===== config.mk =====
export PLATFORM = sky130hd
export DESIGN_NAME = pulse_stretch
export DESIGN_NICKNAME = d
export VERILOG_FILES = /design/src/rtl/pulse_stretch_pkg.sv /design/src/rtl/pulse_timer.sv /design/src/rtl/pulse_stretch.sv
export SDC_FILE = /design/constraint.sdc
export NUM_CORES = 1
export LEC_CHECK = 0
export CAP_MARGIN = 10
export CORE_MARGIN = 2
export CORE_UTILIZATION = 54
export DETAILED_ROUTE_END_ITERATION = 16
export DONT_BUFFER_PORTS = 1
export GPL_TIMING_DRIVEN = 1
export PLACE_DENSITY_LB_ADDON = 0.12
export SYNTH_ARGS = -nofsm -noshare
export SYNTH_HDL_FRONTEND = slang
export SYNTH_SLANG_ARGS = --single-unit

===== constraint.sdc =====
create_clock -name clk -period 2.3 [get_ports clk]
set_input_delay 0.46 -clock clk [delete_from_list [all_inputs] [get_ports clk]]
set_output_delay 0.46 -clock clk [all_outputs]
set_load 0.01 [all_outputs]

===== src/rtl/pulse_stretch_pkg.sv =====
// Shared types and helpers for the pulse stretcher: FSM state encoding and timer sizing.
package pulse_stretch_pkg;

  typedef enum logic [1:0] {
    IDLE = 2'd0,
    ON   = 2'd1,
    GAP  = 2'd2
  } state_t;

  // Timer must hold the larger of the two phase lengths minus one, plus headroom for the load value.
  function automatic int timer_width(input int on_cycles, input int gap_cycles);
    int longest;
    longest = (on_cycles > gap_cycles) ? on_cycles : gap_cycles;
    return $clog2(longest + 1);
  endfunction

endpackage


===== src/rtl/pulse_timer.sv =====
// Loadable down-counter with a zero flag; parks at zero instead of wrapping.
module pulse_timer
  import pulse_stretch_pkg::*;
#(
  parameter int W = timer_width(16, 8)
) (
  input  logic         clk,
  input  logic         clr,
  input  logic         load,
  input  logic [W-1:0] load_val,
  output logic [W-1:0] count,
  output logic         zero
);

  // NOTE: flops use non-blocking assignments and an async reset in the sensitivity list,
  // so clr clears the count immediately rather than at the next edge.
  always_ff @(posedge clk or posedge clr) begin
    if (clr) begin
      count <= '0;
    end else if (load) begin
      count <= load_val;
    end else if (count != '0) begin
      count <= count - 1'b1;
    end
  end

  assign zero = (count == '0);

endmodule


===== src/rtl/pulse_stretch.sv =====
// Turns single-cycle events into ON_CYCLES-wide pulses separated by GAP_CYCLES of low time,
// queueing overlapping events. Define PULSE_STRETCH_OVF_EN to get the sticky ovf drop flag.
module pulse_stretch
  import pulse_stretch_pkg::*;
#(
  parameter int ON_CYCLES  = 16,
  parameter int GAP_CYCLES = 8,
  parameter int PEND_W     = 3
) (
  input  logic              clk,
  input  logic              clr,
  input  logic              trig,
  output logic              out,
  output logic              busy,
  output logic [PEND_W-1:0] pending
`ifdef PULSE_STRETCH_OVF_EN
  ,
  output logic              ovf
`endif
);

  localparam int              TW       = timer_width(ON_CYCLES, GAP_CYCLES);
  localparam logic [TW-1:0]     ON_LOAD  = TW'(ON_CYCLES - 1);
  localparam logic [TW-1:0]     GAP_LOAD = TW'(GAP_CYCLES - 1);
  localparam logic [PEND_W-1:0] PEND_MAX = '1;

  state_t        state;
  state_t        state_next;
  logic          timer_load;
  logic [TW-1:0] timer_val;
  logic [TW-1:0] timer_count;
  logic          timer_zero;
  logic          take_pend;
  logic          take_trig;
  logic          inc;

  pulse_timer #(
    .W(TW)
  ) u_timer (
    .clk      (clk),
    .clr      (clr),
    .load     (timer_load),
    .load_val (timer_val),
    .count    (timer_count),
    .zero     (timer_zero)
  );

  always_ff @(posedge clk or posedge clr) begin
    if (clr) begin
      state <= IDLE;
    end else begin
      state <= state_next;
    end
  end

  // NOTE: every signal written here gets a default first, so no path leaves one unassigned
  // and no latch is inferred.
  always_comb begin
    state_next = state;
    timer_load = 1'b0;
    timer_val  = ON_LOAD;
    take_pend  = 1'b0;
    take_trig  = 1'b0;
    unique case (state)
      IDLE: begin
        if (trig) begin
          state_next = ON;
          timer_load = 1'b1;
          take_trig  = 1'b1;
        end
      end
      ON: begin
        if (timer_zero) begin
          state_next = GAP;
          timer_load = 1'b1;
          timer_val  = GAP_LOAD;
        end
      end
      GAP: begin
        if (timer_zero) begin
          // Queued events are older than the current trig, so they are replayed first.
          if (pending != '0) begin
            state_next = ON;
            timer_load = 1'b1;
            take_pend  = 1'b1;
          end else if (trig) begin
            state_next = ON;
            timer_load = 1'b1;
            take_trig  = 1'b1;
          end else begin
            state_next = IDLE;
          end
        end
      end
      default: state_next = IDLE;
    endcase
  end

  always_comb begin
    out  = (state == ON);
    busy = (state != IDLE);
  end

  assign inc = trig & ~take_trig;

  // A simultaneous increment and decrement cancel, which also covers the saturated case.
  always_ff @(posedge clk or posedge clr) begin
    if (clr) begin
      pending <= '0;
    end else if (inc && !take_pend && pending != PEND_MAX) begin
      pending <= pending + 1'b1;
    end else if (take_pend && !inc) begin
      pending <= pending - 1'b1;
    end
  end

`ifdef PULSE_STRETCH_OVF_EN
  logic drop;

  assign drop = inc & ~take_pend & (pending == PEND_MAX);

  always_ff @(posedge clk or posedge clr) begin
    if (clr) begin
      ovf <= 1'b0;
    end else if (drop) begin
      ovf <= 1'b1;
    end
  end
`endif

endmodule


==> flow_metrics.env, run 1 <==
export IMPL_dr_total_vias=699
export IMPL_grt_pass1_wl_mm=2.83
export IMPL_finalSetupViolations=0
export IMPL_critical_path_buf_inv_count=1
export IMPL_area_growth_pct=7.92
export IMPL_final_setup_skew_ps=4.02
export IMPL_pwr_share_clk_pct=15.2
export IMPL_grt_antenna_before_repair=0
export IMPL_fin_util_pct=63.4
export IMPL_first_pass_iters=4
export IMPL_gp_congestion=0.859
export IMPL_grt_pass1_vias=632
export IMPL_drt_iter0_drc=24
export IMPL_r2r_slack_ps=150
export IMPL_power_leakage_nw=0.342
export IMPL_clock_path_buffers=2
export IMPL_vias_per_cell=6.47
export IMPL_finalPower_w=0.00108
export IMPL_num_rows=13
export IMPL_clock_fmax_ghz=0.465
export IMPL_final_min_clock_period_ps=2150
export IMPL_crit_type="reg -> reg"
export IMPL_crit_fanout=5
export IMPL_switchingPower_w=0.000473
export IMPL_swShare_pct=43.7
export IMPL_insertion_delay_ps=270
export IMPL_drive_above_1_share_pct=17.2
export IMPL_grt_overflow=0
export IMPL_die_w_um=41.9
export IMPL_fp_dieArea_mm2=0.00175
export IMPL_p_int_w=0.000608
export IMPL_wl_per_cell_um=15.8
export IMPL_ant_nets=0
export IMPL_stdcell_count=108
export IMPL_numCtsBuffers=3
export IMPL_pin_count=8
export IMPL_cts_tree="built"
export IMPL_cts_setup_buffers=0
export IMPL_wl_mm=1.70
export IMPL_synth_yosys_seq_area_share_pct=32.3
export IMPL_grt_max_degree=11
export IMPL_netlist_area_um2=774
export IMPL_critPathSlowestCell="dfrtp_1"
export IMPL_ys_async_sr_fraction_pct=100
export IMPL_netlist_instances=88
export IMPL_syn_nets=94
export IMPL_clock_sinks=10
export IMPL_cp_start_kind="flip-flop"
export IMPL_setup_tns_ps=0
export IMPL_yosys_warnings=0
export IMPL_dpl_cell_area_um2=797
export IMPL_cp_arrival_ps=2310
export IMPL_pwr_share_comb_pct=51.3
export IMPL_clk_pin_slew_ps=70
export IMPL_worst_pin_slew_ps=390
export IMPL_nNetsFinal=100
export IMPL_numPortBuffers=0
export IMPL_dp_final_hpwl_mm=1.26
export IMPL_hold_path_class="in -> async"
export IMPL_power_density_mw_per_mm2=1290
export IMPL_r2r_start="u_timer.count[0]$_DFFE_PP0P_"
export IMPL_synth_main_ff_cell="dfrtp_1"
export IMPL_ir_worst_vdd_mv=0.627
export IMPL_crit_chain="inv_1 > ha_1 > nor4b_4 > a21oi_1 > nand2_1 > fa_2 > o211ai_2 > o21ai_1 > a221o_1"
export IMPL_cts_root_buf="clkbuf_4"
export IMPL_fin_crit_sh_pct=93.4
export IMPL_diodes=0
export IMPL_final_area_um2=836
export IMPL_hold_viol=0
export IMPL_slowest_delay_ps=390
export IMPL_drc=0
export IMPL_rsz0062_at_grt="no"
export IMPL_synth_seq_cells=10
export IMPL_maxSlewViolCount=0
export IMPL_required_ps=2460
export IMPL_synth_edf_count=0
export IMPL_max_slew_margin_pct=74.0
export IMPL_critPathTopFamily="compound AO/OA/AOI/OAI gates"
export IMPL_critPathCaptureType="flip-flop"
export IMPL_grt_usage_pct=21.1
export IMPL_regToRegEndpoint="pending[2]$_DFFE_PP0P_"
export IMPL_die_y_um=41.9
export IMPL_core_mm2=0.00132
export IMPL_h_tree_depth=1
export IMPL_reg2reg_depth=9
export IMPL_start_util_pct=58.8
export IMPL_ys_types=34
export IMPL_dp_cells=104
export IMPL_status="finished clean"
export IMPL_drv_cap=0
export IMPL_seq_power_share_pct=33.6
export IMPL_syn_area_per_cell_um2=8.80
[stage by stage]
step / hold WS (ps) / setup slack [ps]
after detailed placement: 356 / 117
final: 47.4 / 151
after global routing: 96.5 / 21.3
after floorplan: 300 / 195
after CTS: 56.1 / 104
after global placement: 353 / 189
[layer usage]
layer	vias to the layer above	global-route usage [%]	routed length [um]
li1	337	-	-
met1	337	30.5	840
met2	21	30.3	748
met3	4	3.91	90
met4	0	9.68	25
met5	-	0	0
[Yosys cell counts, drive strengths merged (3+ instances only)]
cell / number / area [um2]
nor2: 3 / 11.3
o211ai: 4 / 35.0
o21ai: 7 / 35.0
nor3: 3 / 15.0
buf: 5 / 41.3
nand3: 3 / 15.0
inv: 5 / 18.8
nand2b: 5 / 31.3
a21oi: 10 / 50.1
dfrtp: 10 / 250
nand2: 6 / 22.5
nor2b: 3 / 18.8
[cell families (layout without fill, tap and decap cells)]
logic type | Yosys count | count (layout) | share of synthesized area [%]
and+or+nand+nor | 32 | 32 | 25.5
adders and majority gates | 3 | 3 | 5.82
xor gates and xnor gates | 1 | 1 | 1.13
AOI/OAI and AO/OA | 32 | 32 | 27.5
buffers and inverters | 10 | 15 | 7.75
DFF | 10 | 10 | 32.3
[timing repair]
action	CTS	global route
hold buffers	0	0
resized for setup	0	1
setup endpoints to repair	0	1
[worst register-to-register path, cell delays in order, from the launching register on]
cell and delay (ps):
dfrtp_1 390, inv_1 80, ha_1 230, nor4b_4 140, a21oi_1 190, nand2_1 100
fa_2 380, o211ai_2 90, o21ai_1 100, a221o_1 340
[power by group through the flow]
stage / sequential, W / clock [W] / combinational [W]
6_report: 0.000363 / 0.000164 / 0.000554
5_1_grt: 0.000375 / 0.000176 / 0.000621
4_1_cts: 0.000359 / 0.000169 / 0.000546
3_5_place_dp: 0.000363 / 0 / 0.000542
3_3_place_gp: 0.000360 / 0 / 0.000533
2_1_floorplan: 0.000341 / 0 / 0.000452
[sequential cells by signal, indices dropped and copies added, names as in the netlist]
signal,cells
u_timer.count,5
state,2
pending,3
[area by class of cell]
cell class / instances / area [um2]
Clock buffer: 4 / 36.3
Sequential cell: 10 / 250
Multi-Input combinational cell: 68 / 467
Tap cell: 15 / 18.8
Fill cell: 106 / 482
Timing Repair Buffer: 6 / 45.0
Inverter: 5 / 18.8
[worst max-delay path by stage]
stage / from / to / cells past startpoint / slack, ps
after global placement: u_timer.count[0]$_DFFE_PP0P_ / pending[2]$_DFFE_PP0P_ / 9 / 190
after CTS: u_timer.count[0]$_DFFE_PP0P_ / pending[2]$_DFFE_PP0P_ / 9 / 100
after floorplan: u_timer.count[0]$_DFFE_PP0P_ / pending[1]$_DFFE_PP0P_ / 9 / 200
final: u_timer.count[0]$_DFFE_PP0P_ / pending[2]$_DFFE_PP0P_ / 9 / 150
after global routing: u_timer.count[0]$_DFFE_PP0P_ / pending[2]$_DFFE_PP0P_ / 9 / 20
after detailed placement: u_timer.count[0]$_DFFE_PP0P_ / pending[2]$_DFFE_PP0P_ / 9 / 120
[layout by cell type, fill, tap and decap left out, drive strengths merged, types with 3 or more instances in the layout]
cell type	count
a21oi	10
nor3	3
nor2b	3
buf	6
nand3	3
inv	5
clkbuf	4
nand2	6
nand2b	5
o211ai	4
dfrtp	10
nor2	3
o21ai	7
Power figures use the tool's default switching activity.
==> run 2: changes to the inputs <==
--- a/config.mk
+++ b/config.mk
@@ -7,7 +7,7 @@
 export LEC_CHECK = 0
 export CAP_MARGIN = 10
 export CORE_MARGIN = 2
-export CORE_UTILIZATION = 54
+export CORE_UTILIZATION = 55
 export DETAILED_ROUTE_END_ITERATION = 16
 export DONT_BUFFER_PORTS = 1
 export GPL_TIMING_DRIVEN = 1
==> constraint.sdc (replaced) <==
create_clock -name clk -period 2.54 [get_ports clk]
set_input_delay 0.508 -clock clk [delete_from_list [all_inputs] [get_ports clk]]
set_output_delay 0.508 -clock clk [all_outputs]
set_load 0.01 [all_outputs]
==> run 2 against run 1 <==
Combinational power fell by 25%. Register-to-register slack better by 190 ps. Clock power is 36% lower. Core utilization decreased by 2.8 points. Flip-flop and latch count stayed put. Non-clock buffer count shrank 4.
==> flow_metrics.env, run 2 (same netlist as run 1, synthesis figures left out) <==
export IMPL_status="finished clean"
export IMPL_drive_above_1_share_pct=11.4
export IMPL_top_register="u_timer.count"
export IMPL_grt_max_degree=13
export IMPL_grt_pass1_vias=638
export IMPL_diodes=0
export IMPL_core_mm2=0.00130
export IMPL_final_setup_skew_ps=2.41
export IMPL_pin_count=8
export IMPL_grt_overflow=0
export IMPL_die_w_um=41.5
export IMPL_drv_cap=0
export IMPL_cts_root_buf="clkbuf_4"
export IMPL_cts_hold_buffers=0
export IMPL_crit_type="reg -> reg"
export IMPL_insertion_delay_ps=260
export IMPL_gp_congestion=0.819
export IMPL_cts_setup_buffers=0
export IMPL_grt_pass1_wl_mm=2.79
export IMPL_dr_total_vias=691
export IMPL_area_growth_pct=1.94
export IMPL_cp_arrival_ps=2340
export IMPL_die_y_um=41.5
export IMPL_largestRegisters="u_timer.count x5, pending x3, state x2"
export IMPL_clk_pin_slew_ps=60
export IMPL_grt_antenna_before_repair=0
export IMPL_vias_per_cell=6.71
export IMPL_ant_nets=0
export IMPL_ir_worst_vdd_mv=0.602
export IMPL_clock_fmax_ghz=0.454
export IMPL_r2r_start="u_timer.count[0]$_DFFE_PP0P_"
export IMPL_clock_path_buffers=2
export IMPL_clock_sinks=10
export IMPL_required_ps=2680
export IMPL_r2r_slack_ps=340
export IMPL_reg2reg_depth=9
export IMPL_switchingPower_w=0.000403
export IMPL_dp_final_hpwl_mm=1.18
export IMPL_fp_dieArea_mm2=0.00172
export IMPL_setup_tns_ps=0
export IMPL_first_pass_iters=4
export IMPL_finalSetupViolations=0
export IMPL_crit_fanout=5
export IMPL_hold_path_class="in -> async"
export IMPL_nNetsFinal=96
export IMPL_wl_per_cell_um=15.5
export IMPL_regToRegEndpoint="pending[2]$_DFFE_PP0P_"
export IMPL_setup_ws_ps=337
export IMPL_fin_util_pct=60.7
export IMPL_cts_tree="built"
export IMPL_wl_mm=1.60
export IMPL_hold_viol=0
export IMPL_fin_crit_sh_pct=86.7
export IMPL_p_int_w=0.000488
export IMPL_start_util_pct=59.5
export IMPL_pwr_share_clk_pct=11.8
export IMPL_maxSlewViolCount=0
export IMPL_pre_cts_slack_ps=363
export IMPL_drt_iter0_drc=28
export IMPL_rsz0062_at_grt="no"
export IMPL_worst_pin_slew_ps=449
export IMPL_largest_register_ffs=5
export IMPL_swShare_pct=45.2
export IMPL_numPortBuffers=0
export IMPL_power_density_mw_per_mm2=1130
export IMPL_cts_resized=0
export IMPL_h_tree_depth=1
export IMPL_grt_usage_pct=20.7
export IMPL_critPathCaptureType="flip-flop"
export IMPL_mostFrequentLayoutCells="10 x a21oi_1, 10 x dfrtp_1, 6 x nand2_1"
export IMPL_seq_power_share_pct=41.8
export IMPL_power_leakage_nw=0.316
export IMPL_max_slew_margin_pct=70.1
export IMPL_pwr_share_comb_pct=46.4
export IMPL_cp_start_kind="flip-flop"
export IMPL_drc=0
export IMPL_num_rows=13
export IMPL_numCtsBuffers=3
export IMPL_final_min_clock_period_ps=2200
run 2: cell count changes in the layout (fill, tap and decap cells not counted), sizes merged:
cell    before  now
clkbuf       4    3
buf          6    2
run 2: power groups by stage:
| stage | registers (W) | logic [W] | clock network (W) |
|---|---|---|---|
| 5_1_grt | 0.000388 | 0.000482 | 0.000114 |
| 4_1_cts | 0.000372 | 0.000414 | 0.000107 |
| 6_report | 0.000373 | 0.000413 | 0.000105 |
| 3_3_place_gp | 0.000370 | 0.000403 | 0 |
| 3_5_place_dp | 0.000374 | 0.000408 | 0 |
| 2_1_floorplan | 0.000308 | 0.000409 | 0 |
run 2: worst max-delay path by stage:
stage | to | startpoint | slack (ps) | cells after the start
floorplan | pending[1]$_DFFE_PP0P_ | u_timer.count[0]$_DFFE_PP0P_ | 440 | 9
global placement | pending[2]$_DFFE_PP0P_ | u_timer.count[0]$_DFFE_PP0P_ | 420 | 9
detailed placement | pending[2]$_DFFE_PP0P_ | u_timer.count[0]$_DFFE_PP0P_ | 360 | 9
CTS | pending[2]$_DFFE_PP0P_ | u_timer.count[0]$_DFFE_PP0P_ | 340 | 9
global route | pending[2]$_DFFE_PP0P_ | u_timer.count[0]$_DFFE_PP0P_ | 150 | 9
finish | pending[2]$_DFFE_PP0P_ | u_timer.count[0]$_DFFE_PP0P_ | 340 | 9
run 2: critical path, cell delays in order (launching register included):
cell,delay [ps]
dfrtp_1,390
inv_1,80
ha_1,230
nor4b_4,140
a21oi_1,170
nand2_1,90
fa_1,440
o211ai_2,100
o21ai_1,90
a221o_1,360
run 2: layout make-up:
| type | count | area [um2] |
|---|---|---|
| Tap cell | 15 | 18.8 |
| Fill cell | 121 | 512 |
| Timing Repair Buffer | 2 | 15.0 |
| Sequential cell | 10 | 250 |
| Multi-Input combinational cell | 68 | 464 |
| Clock buffer | 3 | 22.5 |
| Inverter | 5 | 18.8 |
run 2: routing by layer:
layer	track usage [%]	up-vias	routed length (um)
met5	0	-	0
met4	3.87	0	14
met3	9.13	2	133
met2	33.1	24	747
met1	26.1	340	700
li1	-	325	-
run 2: through the flow:
stage | area [um2] | cells | total power (W) | hold WS [ps]
after floorplan | 774 | 88 | 0.000718 | 348
after CTS | 790 | 103 | 0.000893 | 113
final | 790 | 103 | 0.000891 | 105
after global placement | 767 | 100 | 0.000773 | 404
after detailed placement | 767 | 100 | 0.000782 | 398
after global routing | 790 | 103 | 0.000985 | 138
